$ cat config.mk
export PLATFORM = sky130hd
export DESIGN_NAME = shift_arbiter
export DESIGN_NICKNAME = d
export VERILOG_FILES = /design/src/rtl/shift_arbiter.sv
export SDC_FILE = /design/constraint.sdc
export NUM_CORES = 1
export LEC_CHECK = 0
export ABC_AREA = 1
export CORE_UTILIZATION = 25
export CTS_CLUSTER_SIZE = 10
export DETAILED_ROUTE_END_ITERATION = 8
export HOLD_SLACK_MARGIN = 0.06
export PLACE_DENSITY = 0.68
export SLEW_MARGIN = 20
export SYNTH_ARGS = -nofsm -noshare
export SYNTH_HDL_FRONTEND = slang
export SYNTH_SLANG_ARGS = --single-unit
$ cat constraint.sdc
create_clock -name i_clk -period 3.4 [get_ports i_clk]
set_input_delay 0.68 -clock i_clk [delete_from_list [all_inputs] [get_ports i_clk]]
set_output_delay 0.68 -clock i_clk [all_outputs]
set_load 0.1 [all_outputs]
$ cat src/rtl/shift_arbiter.sv
// Round-robin arbiter that shares one external combinational 32-bit shifter
// among NUM_REQ requesters, with a single result register (1-cycle latency).
module shift_arbiter #(
  parameter  int unsigned NUM_REQ = 2,
  localparam int unsigned RR_W    = $clog2(NUM_REQ)
) (
  input  logic                  i_clk,
  input  logic                  i_rst_n,
  input  logic [NUM_REQ-1:0]    i_req_valid,
  output logic [NUM_REQ-1:0]    o_req_ready,
  input  logic [32*NUM_REQ-1:0] i_req_data,
  input  logic [5*NUM_REQ-1:0]  i_req_amt,
  input  logic [NUM_REQ-1:0]    i_req_dir,
  input  logic [NUM_REQ-1:0]    i_req_arith,
  output logic [NUM_REQ-1:0]    o_rsp_valid,
  input  logic [NUM_REQ-1:0]    i_rsp_ready,
  output logic [31:0]           o_rsp_data,
  output logic [31:0]           o_sh_in,
  output logic [4:0]            o_sh_amt,
  output logic                  o_sh_dir,
  output logic                  o_sh_arith,
  input  logic [31:0]           i_sh_out,
  output logic                  o_busy
);

  localparam int unsigned DATA_W = 32;
  localparam int unsigned AMT_W  = 5;

  typedef enum logic {
    ST_EMPTY = 1'b0,
    ST_FULL  = 1'b1
  } state_t;

  state_t            r_state;
  logic [RR_W-1:0]   r_port;
  logic [RR_W-1:0]   r_ptr;
  logic [DATA_W-1:0] r_data;

  logic              w_full;
  logic              w_can_accept;
  logic              w_gnt_vld;
  logic [RR_W-1:0]   w_gnt_idx;
  logic [RR_W-1:0]   w_ptr_nxt;

  assign w_full       = (r_state == ST_FULL);
  // A new result may be loaded when the slot is empty or is being drained now.
  assign w_can_accept = !w_full || i_rsp_ready[r_port];
  assign w_ptr_nxt    = RR_W'((32'(w_gnt_idx) + 32'd1) % NUM_REQ);

  // Round-robin search starting at the pointer; nothing is granted in reset.
  always_comb begin : grant_search
    int unsigned v_idx;
    w_gnt_vld = 1'b0;
    w_gnt_idx = '0;
    v_idx     = 0;
    if (w_can_accept && i_rst_n) begin
      for (int unsigned i = 0; i < NUM_REQ; i++) begin
        v_idx = (32'(r_ptr) + i) % NUM_REQ;
        if (!w_gnt_vld && i_req_valid[RR_W'(v_idx)]) begin
          w_gnt_vld = 1'b1;
          w_gnt_idx = RR_W'(v_idx);
        end
      end
    end
  end

  // One-hot ready and shifter operand mux for the granted requester.
  always_comb begin
    o_req_ready = '0;
    o_sh_in     = '0;
    o_sh_amt    = '0;
    o_sh_dir    = 1'b0;
    o_sh_arith  = 1'b0;
    for (int unsigned k = 0; k < NUM_REQ; k++) begin
      if (w_gnt_vld && (w_gnt_idx == RR_W'(k))) begin
        o_req_ready[k] = 1'b1;
        o_sh_in        = i_req_data[DATA_W*k +: DATA_W];
        o_sh_amt       = i_req_amt[AMT_W*k +: AMT_W];
        o_sh_dir       = i_req_dir[k];
        o_sh_arith     = i_req_arith[k];
      end
    end
  end

  // Result register FSM: load on grant, drain on consumer ready, else hold.
  always_ff @(posedge i_clk or negedge i_rst_n) begin
    if (!i_rst_n) begin
      r_state <= ST_EMPTY;
      r_port  <= '0;
      r_ptr   <= '0;
      r_data  <= '0;
    end else begin
      case (r_state)
        ST_EMPTY: begin
          if (w_gnt_vld) begin
            r_state <= ST_FULL;
            r_port  <= w_gnt_idx;
            r_data  <= i_sh_out;
            r_ptr   <= w_ptr_nxt;
          end
        end
        ST_FULL: begin
          if (w_gnt_vld) begin
            r_port  <= w_gnt_idx;
            r_data  <= i_sh_out;
            r_ptr   <= w_ptr_nxt;
          end else if (i_rsp_ready[r_port]) begin
            r_state <= ST_EMPTY;
          end
        end
        default: r_state <= ST_EMPTY;
      endcase
    end
  end

  // Response valid is the held port decoded to one-hot, gated by full.
  always_comb begin
    o_rsp_valid = '0;
    for (int unsigned k = 0; k < NUM_REQ; k++) begin
      if (w_full && (r_port == RR_W'(k))) o_rsp_valid[k] = 1'b1;
    end
  end

  assign o_rsp_data = r_data;
  assign o_busy     = w_full;

endmodule

### Word-level counts from Yosys, hierarchy flattened

Index checks and enable logic that the tools add are counted.

* add/subtract/negate cells: 2
* $lt $le $gt $ge: 3
* multiplexer cells: 32
* bitwise gates (word level): 3
* reduce and logical (&&, ||, !) cells: 9

Operators with widths (number)
* 2-to-1 mux 32 bit: 3
* 2-to-1 mux 1 bit: 26
* 2-to-1 mux 5 bit: 2
* logical AND 1 bit: 6
* less-than comparator 1 x 2 -> 1 bit, second input constant: 3
* NOT 1 bit: 3
* adder 1 bit, second input constant: 2
* zero test 1 bit: 2
* case mux 1 bit (2 select lines): 1
* logical OR 1 bit: 1

* register bits: 35
* bits of input ports: 116
* output and inout bits: 76
* word-level logic and storage cells: 53

### Depth between registers and ports, before layout

Gate-level depths: netlist (run 1).

* depth in word-level cells: 13
* gate-level depth with buffers: 8
* depth with buffers taken out: 6

### Worst setup path before layout (run 1)

Ideal clock, no wire load.

* kind: reg2out
* from: register r_state (netlist: o_busy)
* to: output o_sh_in[10]
* data arrival time: 3.486 ns
* required time: 2.720 ns
* setup slack: -0.766 ns
* stages on the path, launching flop included: 5
* path buffers: 1
* cell sequence: dfrtp_1 > nand3_2 > nand4_2 > clkbuf_1 > o21ai_0

* cells in the longest elaborated chain, start to end: 8
* elaborated cells on any way between the ends: 10
* those cells by class: mux: 4; bitwise: 1; reduce/logical: 5

RTL lines
* start, declared: RTL line 34 `state_t r_state;`
* start signal, assigned: RTL line 88 `r_state <= ST_EMPTY;`
* start signal, assigned: RTL line 96 `r_state <= ST_FULL;`
* start signal, assigned: RTL line 108 `r_state <= ST_EMPTY;`
* zero test 1 bit (*): RTL line 47 `assign w_can_accept = !w_full || i_rsp_ready[r_port];`
* logical OR 1 bit (*): RTL line 47
* logical AND 1 bit (*): RTL line 56 `if (w_can_accept && i_rst_n) begin`
* 2-to-1 mux 1 bit: RTL line 56
* NOT 1 bit: RTL line 75 `if (w_gnt_vld && (w_gnt_idx == RR_W'(k))) begin`
* logical AND 1 bit: RTL line 75
* 2-to-1 mux 32 bit: RTL line 75
* 2-to-1 mux 32 bit (*): RTL line 75
* end, declared: RTL line 18 `output logic [31:0] o_sh_in,`

Every way passes the cells marked *; elsewhere a longest branch is shown, timed or not.

### Worst setup path in the final report (run 1)

* from: input i_rsp_ready[1]
* to: output o_sh_amt[3]

* cells in the longest elaborated chain, start to end: 9
* elaborated cells on any way between the ends: 11
* those cells by class: mux: 6; bitwise: 1; reduce/logical: 4

RTL lines
* start, declared: RTL line 16 `input logic [NUM_REQ-1:0] i_rsp_ready,`
* 2-to-1 mux 1 bit (not written as such) (*) (2 in series): RTL line 47
* logical OR 1 bit (*): RTL line 47
* logical AND 1 bit (*): RTL line 56
* 2-to-1 mux 1 bit: RTL line 56
* NOT 1 bit: RTL line 75
* logical AND 1 bit: RTL line 75
* 2-to-1 mux 5 bit: RTL line 75
* 2-to-1 mux 5 bit (*): RTL line 75
* end, declared: RTL line 19 `output logic [4:0] o_sh_amt,`

Every way passes the cells marked *; elsewhere a longest branch is shown, timed or not. The select of a mux whose other input is x is not followed.

==> results of run 1 <==
==> metrics by stage <==
| step | setup TNS [ps] | hold slack [ps] | power (mW) |
|---|---|---|---|
| global route | 0 | 354 | 4.55 |
| CTS | 0 | 339 | 4.41 |
| floorplan | -12790 | 384 | 3.05 |
| finish | 0 | 342 | 4.37 |
| global placement | 0 | 456 | 4.06 |
| detailed placement | 0 | 463 | 4.09 |
==> power groups by stage <==
stage                     Combinational (mW)  Sequential, mW  Clock, mW
after floorplan                         1.15            1.90          0
after global placement                  3.36           0.700          0
after detailed placement                3.38           0.705          0
after CTS                               3.39           0.699      0.326
after global routing                    3.49           0.722      0.344
final                                   3.36           0.696      0.311
==> kinds of logic after synthesis <==
logic type / count (synthesis)
flip-flops: 35
AND/OR/NAND/NOR: 87
buffers and inverters: 101
AO/OA/AOI/OAI: 72
==> flip-flops by register name (all words and copies together) (netlist names) <==
signal and flops:
r_ptr 1, o_rsp_data 32, o_busy 1, r_port 1
==> cell type report <==
type	count	share of cell area (%)
Timing Repair Buffer	199	51.2
Inverter	77	6.20
Tap cell	105	2.82
Clock buffer	6	1.77
Multi-Input combinational cell	159	18.9
Clock inverter	2	0.349
Sequential cell	35	18.8
==> critical path: stages <==
cell and delay, ps:
clkdlybuf4s50_1 460, nand2_1 60, nand3_2 220, nand4_2 150, buf_12 230, o21ai_0 370, buf_12 230
==> worst max path at each step <==
| stage | end | slack [ps] |
|---|---|---|
| floorplan | o_sh_amt[0] | -750 |
| global placement | o_sh_in[30] | 390 |
| detailed placement | o_sh_amt[3] | 300 |
| CTS | o_sh_amt[3] | 290 |
| global route | o_sh_in[25] | 190 |
| finish | o_sh_amt[3] | 300 |
==> cells in the final DEF (no fill, tap or decap), drive strengths merged <==
| cell | instances |
|---|---|
| buf | 56 |
| clkbuf | 6 |
| clkdlybuf4s50 | 143 |
| clkinv | 1 |
| clkinvlp | 1 |
| dfrtp | 35 |
| inv | 77 |
| nand2 | 42 |
| nand3 | 2 |
| nand4 | 40 |
| nor2 | 2 |
| o21ai | 72 |
| or2 | 1 |
==> routing by layer <==
layer  share of wire, %  wire length [um]
met3                8.8               708
met5                  0                 0
met4                2.7               216
met1                 37              2970
met2                 52              4140
==> results_tabular.tex, run 1 <==
\begin{tabular}{lr}
\hline
Metric & Value \\
\hline
\multicolumn{2}{l}{\textbf{Power}} \\
\quad Clock network power share & 7.1\% \\
\quad Internal Pwr Total & 1.64 mW \\
\quad Sw Pwr & 2.73 mW \\
\quad Sequential power share & 15.9\% \\
\quad Fraction of power consumed by combinational cells & 77.0\% \\
\quad Worst-case vdd ir drop & 0.393 mV \\
\quad Power density relative to cell area & 938 mW/mm2 \\
\quad Total leakage power & 2.17 nW \\
\quad Fraction of power spent switching nets & 62.5\% \\
\multicolumn{2}{l}{\textbf{Floorplanning}} \\
\quad Site Rows & 33 \\
\quad Core footprint & 0.00818 mm2 \\
\quad Initial Utilization & 25.7\% \\
\quad I/O pin count & 192 \\
\quad Die area & 0.00879 mm2 \\
\quad Horiz. Die Dim & 93.8 um \\
\quad Die H & 93.8 um \\
\multicolumn{2}{l}{\textbf{GRT}} \\
\quad Overflow left after global routing & 0 \\
\quad Largest net degree at the start of global routing & 67 \\
\quad First-pass GRT wire length & 12.3 mm \\
\quad GR Util met3 & 6.15\% \\
\quad Layer carrying the most global-route usage & met2 \\
\quad Number of global-route vias before repair & 2525 \\
\quad M2 GR Usage & 31.8\% \\
\quad Antenna violations before repair & 0 \\
\quad Global Route Usage Sum & 18.1\% \\
\quad Met1 track demand over resource in global routing & 20.2\% \\
\multicolumn{2}{l}{\textbf{STA}} \\
\quad \# setup viols final & 0 \\
\quad Worst Max-Slew Pin Slew & 993 ps \\
\quad Post-route clock period utilization & 91.1\% \\
\quad Final Skew & 5.56 ps \\
\quad Fmax & 323 MHz \\
\quad Number of pins with negative max-slew slack in the final report & 0 \\
\quad Remaining max-slew budget at the tightest pin & 33.6\% \\
\quad Final worst path period need & 3100 ps \\
\quad Hold violation count in the final report & 0 \\
\quad RSZ-0062 raised after global routing & no \\
\quad Final worst setup slack & 304 ps \\
\multicolumn{2}{l}{\textbf{Final layout}} \\
\quad Share of cells above drive strength 1 & 18.2\% \\
\quad Final core utilization & 57.0\% \\
\quad Final cell count without fillers & 583 \\
\quad Register area & 876 um2 \\
\quad Layout Area Growth over Synthesis & 122\% \\
\quad Final Net Count & 593 \\
\quad Final standard cell area without fillers & 0.00466 mm2 \\
\quad Area of the multi-input gates & 880 um2 \\
\quad Number of diodes & 0 \\
\quad Number of fillers in the final layout & 749 \\
\multicolumn{2}{l}{\textbf{Detailed routing}} \\
\quad DRC errors left & 0 \\
\quad Number of vias per cell & 4.46 \\
\quad Routed vias & 2598 \\
\quad 1st-pass router iterations & 4 \\
\quad Final WL & 8.03 mm \\
\quad Detail-routed net length per standard cell & 13.8 um \\
\quad Detailed router's first-iteration violation count & 90 \\
\quad Final ANT Viol Nets & 0 \\
\multicolumn{2}{l}{\textbf{Synth}} \\
\quad Average footprint of a synthesized cell & 7.13 um2 \\
\quad Synth Warn \# & 0 \\
\quad Top cell type's share of synthesized area & 41.6\% \\
\quad Compound-gate portion of the synthesized area & 17.1\% \\
\quad Cell taking the most area after synthesis & dfrtp\_1 \\
\quad Synth top cells by count & inv\_1, o21ai\_0, nand2\_1, nand4\_1, dfrtp\_1 \\
\quad Dominant register cell in the synthesized netlist & dfrtp\_1 \\
\quad Number of register bits inferred by synthesis & 35 \\
\quad Multiplexer area fraction after synthesis & 0\% \\
\quad Dominant combinational cell family by area after synthesis & simple AND/OR/NAND/NOR gates \\
\quad Number of enable flip-flop cells after synthesis & 0 \\
\quad Ranking of synthesized cells by area & dfrtp\_1, o21ai\_0, inv\_1 \\
\quad Proportion of register bits with asynchronous set or reset after synthesis & 100\% \\
\quad Post-Syn Area & 0.00210 mm2 \\
\quad Post-synthesis instance total & 295 \\
\quad Simple-gate portion of the synthesized area & 21.3\% \\
\quad Count leader, synth & inv\_1 \\
\quad Synthesized netlist net count & 411 \\
\quad Proportion of synthesized chip area in sequential cells & 41.6\% \\
\quad Fraction of the mapped netlist area in adder cells & 0\% \\
\quad Number of distinct library cells after synthesis & 15 \\
\quad Post-Synth XOR/XNOR Area & 0\% \\
\multicolumn{2}{l}{\textbf{Worst setup path}} \\
\quad Worst flop-to-flop path startpoint & r\_port \\
\quad CP Max Fanout & 41 \\
\quad Length in cells of the worst reg-to-reg path & 6 \\
\quad Reg-to-reg endpoint & o\_rsp\_data[7] \\
\quad Startpoint kind of the worst setup timing path & primary input \\
\quad Critical path launch point & i\_rsp\_ready[1] \\
\quad Kind of critical path & primary input to output pin \\
\quad CP arrival & 2420 ps \\
\quad Critical Path RT & 2720 ps \\
\quad Worst-case register-to-register setup slack & 1620 ps \\
\quad Setup crit end kind & output pin \\
\multicolumn{2}{l}{\textbf{Clocking}} \\
\quad CTS Hold Bufs & 0 \\
\quad Maximum level of the CTS H-tree & 2 \\
\quad Clk Tree Root Cell & clkbuf\_8 \\
\quad Post-CTS resize count & 0 \\
\quad Clock latency of the later-clocked register in the worst-skew pair & 280 ps \\
\quad Clock tree from TritonCTS & done \\
\quad Clock Path Buffers & 2 \\
\quad Number of buffers inserted during clock tree synthesis & 5 \\
\quad Number of sinks on the clock net & 35 \\
\quad Number of setup buffers added after CTS & 0 \\
\quad Clock input transition at the sequential cells of the worst setup and hold paths & 70 ps \\
\multicolumn{2}{l}{\textbf{Placed design}} \\
\quad Worst slack at placement & 302 ps \\
\quad Total placed cells including tap cells & 575 \\
\quad Buffers on Ports & 191 \\
\quad Routability-driven placement congestion ratio & 0.811 \\
\quad HPWL after DPL & 6.45 mm \\
\quad Total placed instance area & 0.00456 mm2 \\
\multicolumn{2}{l}{\textbf{Run}} \\
\quad Max-Cap Viols & 0 \\
\multicolumn{2}{l}{\textbf{Worst hold path}} \\
\quad Hold Path Class & primary input to asynchronous set/reset pin \\
\multicolumn{2}{l}{\textbf{Run status}} \\
\quad Result of the run & finished clean \\
\hline
\end{tabular}
Power figures use the tool's default switching activity.
==> run 2: changes to the inputs <==
Settings changed: SKIP_CTS_REPAIR_TIMING set to 1.
==> results of run 2 <==
No change in the layout: final DEF, timing and power equal those of run 1.
==> run 3: changes to the inputs <==
Settings changed: MAX_ROUTING_LAYER set to met4.
==> run 3 against run 2 <==
  * Non-clock buffer count unchanged
  * Setup slack lost 0.85 ps
  * Die area is the same
  * Critical endpoint unchanged
  * Core utilization did not move
  * Global-route usage is 0.55 points higher
  * Clock-buffer cell count unchanged
  * Design area unchanged
  * Combinational power is essentially flat
  * Critical path type unchanged
  * First-iteration DRC count rose by 24%
  * Worst hold slack gained 2.5 ps
==> results_tabular.tex, run 3 (synthesis results as in run 1) <==
\begin{tabular}{lr}
\hline
Metric & Value \\
\hline
\multicolumn{2}{l}{\textbf{Floorplanning}} \\
\quad Horiz. Die Dim & 93.8 um \\
\quad I/O pin count & 192 \\
\quad Core footprint & 0.00818 mm2 \\
\quad Die H & 93.8 um \\
\quad Die area & 0.00879 mm2 \\
\quad Initial Utilization & 25.7\% \\
\quad Site Rows & 33 \\
\multicolumn{2}{l}{\textbf{Detailed routing}} \\
\quad Routed vias & 2593 \\
\quad DRC errors left & 0 \\
\quad Detail-routed net length per standard cell & 13.8 um \\
\quad Final ANT Viol Nets & 0 \\
\quad Number of vias per cell & 4.45 \\
\quad Final WL & 8.03 mm \\
\quad Detailed router's first-iteration violation count & 112 \\
\quad 1st-pass router iterations & 4 \\
\multicolumn{2}{l}{\textbf{GRT}} \\
\quad Number of global-route vias before repair & 2523 \\
\quad Global Route Usage Sum & 18.7\% \\
\quad First-pass GRT wire length & 12.3 mm \\
\quad Largest net degree at the start of global routing & 67 \\
\quad Antenna violations before repair & 0 \\
\quad Overflow left after global routing & 0 \\
\multicolumn{2}{l}{\textbf{STA}} \\
\quad Final worst path period need & 3100 ps \\
\quad Final Skew & 4.88 ps \\
\quad \# setup viols final & 0 \\
\quad Post-route clock period utilization & 91.1\% \\
\quad RSZ-0062 raised after global routing & no \\
\quad Number of pins with negative max-slew slack in the final report & 0 \\
\quad Hold violation count in the final report & 0 \\
\quad Remaining max-slew budget at the tightest pin & 33.6\% \\
\quad Aggregate negative setup slack & 0 ps \\
\quad Worst Max-Slew Pin Slew & 993 ps \\
\quad Fmax & 323 MHz \\
\quad Smallest hold slack & 344 ps \\
\multicolumn{2}{l}{\textbf{Worst setup path}} \\
\quad CP Max Fanout & 41 \\
\quad Longest individual stage delay on the worst path & 460 ps \\
\quad Startpoint kind of the worst setup timing path & primary input \\
\quad Worst-case register-to-register setup slack & 1620 ps \\
\quad Worst flop-to-flop path startpoint & r\_port \\
\quad Kind of critical path & primary input to output pin \\
\quad CP arrival & 2420 ps \\
\quad Critical Path RT & 2720 ps \\
\quad Critical path's slowest cell & clkdlybuf4s50\_1 \\
\quad Critical path launch point & i\_rsp\_ready[1] \\
\quad Cells traversed along the worst timing path & clkdlybuf4s50\_1 -> nand2\_1 -> nand3\_2 -> nand4\_2 -> buf\_12 -> o21ai\_0 -> buf\_12 \\
\quad Kind of cell adding the most delay to the critical path & buffers and inverters \\
\quad Worst path depth & 7 \\
\quad Length in cells of the worst reg-to-reg path & 6 \\
\quad CP bufs+invs & 3 \\
\quad Setup crit end kind & output pin \\
\quad Reg-to-reg endpoint & o\_rsp\_data[7] \\
\quad Setup crit end & o\_sh\_amt[3] \\
\quad Most repeated library cell on the critical path & buf\_12 \\
\multicolumn{2}{l}{\textbf{Clocking}} \\
\quad Maximum level of the CTS H-tree & 2 \\
\quad Number of sinks on the clock net & 35 \\
\quad Clock Path Buffers & 2 \\
\quad Clock tree from TritonCTS & done \\
\quad Number of buffers inserted during clock tree synthesis & 5 \\
\quad Clk Tree Root Cell & clkbuf\_8 \\
\quad Clock input transition at the sequential cells of the worst setup and hold paths & 70 ps \\
\quad Clock latency of the later-clocked register in the worst-skew pair & 280 ps \\
\multicolumn{2}{l}{\textbf{Power}} \\
\quad Total leakage power & 2.17 nW \\
\quad Worst-case vdd ir drop & 0.393 mV \\
\quad Power density relative to cell area & 937 mW/mm2 \\
\multicolumn{2}{l}{\textbf{Run}} \\
\quad Max-Cap Viols & 0 \\
\multicolumn{2}{l}{\textbf{Placed design}} \\
\quad HPWL after DPL & 6.45 mm \\
\quad Buffers on Ports & 191 \\
\quad Routability-driven placement congestion ratio & 0.823 \\
\quad Total placed cells including tap cells & 575 \\
\multicolumn{2}{l}{\textbf{Run status}} \\
\quad Result of the run & finished clean \\
\multicolumn{2}{l}{\textbf{Final layout}} \\
\quad Commonest cells after routing, fill and taps aside & clkdlybuf4s50\_1, inv\_1, buf\_12 \\
\quad Flip-flop count of the largest register, all copies and words added & 32 \\
\quad Layout Area Growth over Synthesis & 122\% \\
\quad Final core utilization & 57.0\% \\
\quad Share of cells above drive strength 1 & 18.2\% \\
\quad Final Net Count & 593 \\
\quad Final cell count without fillers & 583 \\
\quad Most common cell after layout, fill and taps aside & clkdlybuf4s50\_1 \\
\quad Number of diodes & 0 \\
\multicolumn{2}{l}{\textbf{Worst hold path}} \\
\quad Hold Path Class & primary input to asynchronous set/reset pin \\
\hline
\end{tabular}
==> run 3: cell counts in the layout (fill, tap and decap cells not counted) <==
Identical to the previous run, type by type.
==> run 3: how the worst min path moves through the flow <==
stage | cells after the start | end | slack, ps | startpoint
after detailed placement | 2 | r_ptr | 460 | r_ptr
after global routing | 1 | r_port | 350 | i_rst_n
after global placement | 2 | r_ptr | 460 | r_ptr
final | 1 | r_port | 340 | i_rst_n
after floorplan | 0 | o_busy | 380 | i_rst_n
after CTS | 1 | r_port | 340 | i_rst_n
==> run 3: worst reg2reg max path: stages, from the launching register on <==
cell	delay, ps
dfrtp_1	460
inv_1	70
nand2_1	80
nand3_2	230
nand3_2	150
buf_4	460
o21ai_0	190
==> run 3: area by class of cell <==
class | count | area (um2)
fillers | 749 | 3510
repair buffers | 199 | 2390
multi-input cells | 159 | 880
flip-flops and latches | 35 | 876
inverters | 77 | 289
well taps | 105 | 131
clock buffers | 6 | 82.6
clock inverters | 2 | 16.3
==> run 3: per-stage QoR <==
| step | power, mW | setup slack (ps) | area, um2 |
|---|---|---|---|
| 3_5_place_dp | 4.09 | 302 | 4560 |
| 5_1_grt | 4.56 | 184 | 4660 |
| 4_1_cts | 4.41 | 287 | 4660 |
| 2_1_floorplan | 3.05 | -753 | 2180 |
| 3_3_place_gp | 4.06 | 392 | 4560 |
| 6_report | 4.37 | 303 | 4660 |
==> run 3: layer usage <==
layer	share of wire, %	wire length [um]	up-vias	track usage (%)
li1	-	-	1308	-
met1	38	3040	1154	20.8
met2	51	4130	117	31.7
met3	8.0	640	14	5.50
met4	2.7	216	0	6.54
met5	0	0	-	-
==> run 3: where the power goes <==
part	switching (mW)	total, mW	internal, mW	leakage (nW)
Sequential	0.105	0.697	0.592	0.431
Combinational	2.48	3.36	0.884	1.70
Clock	0.144	0.309	0.165	0.0474
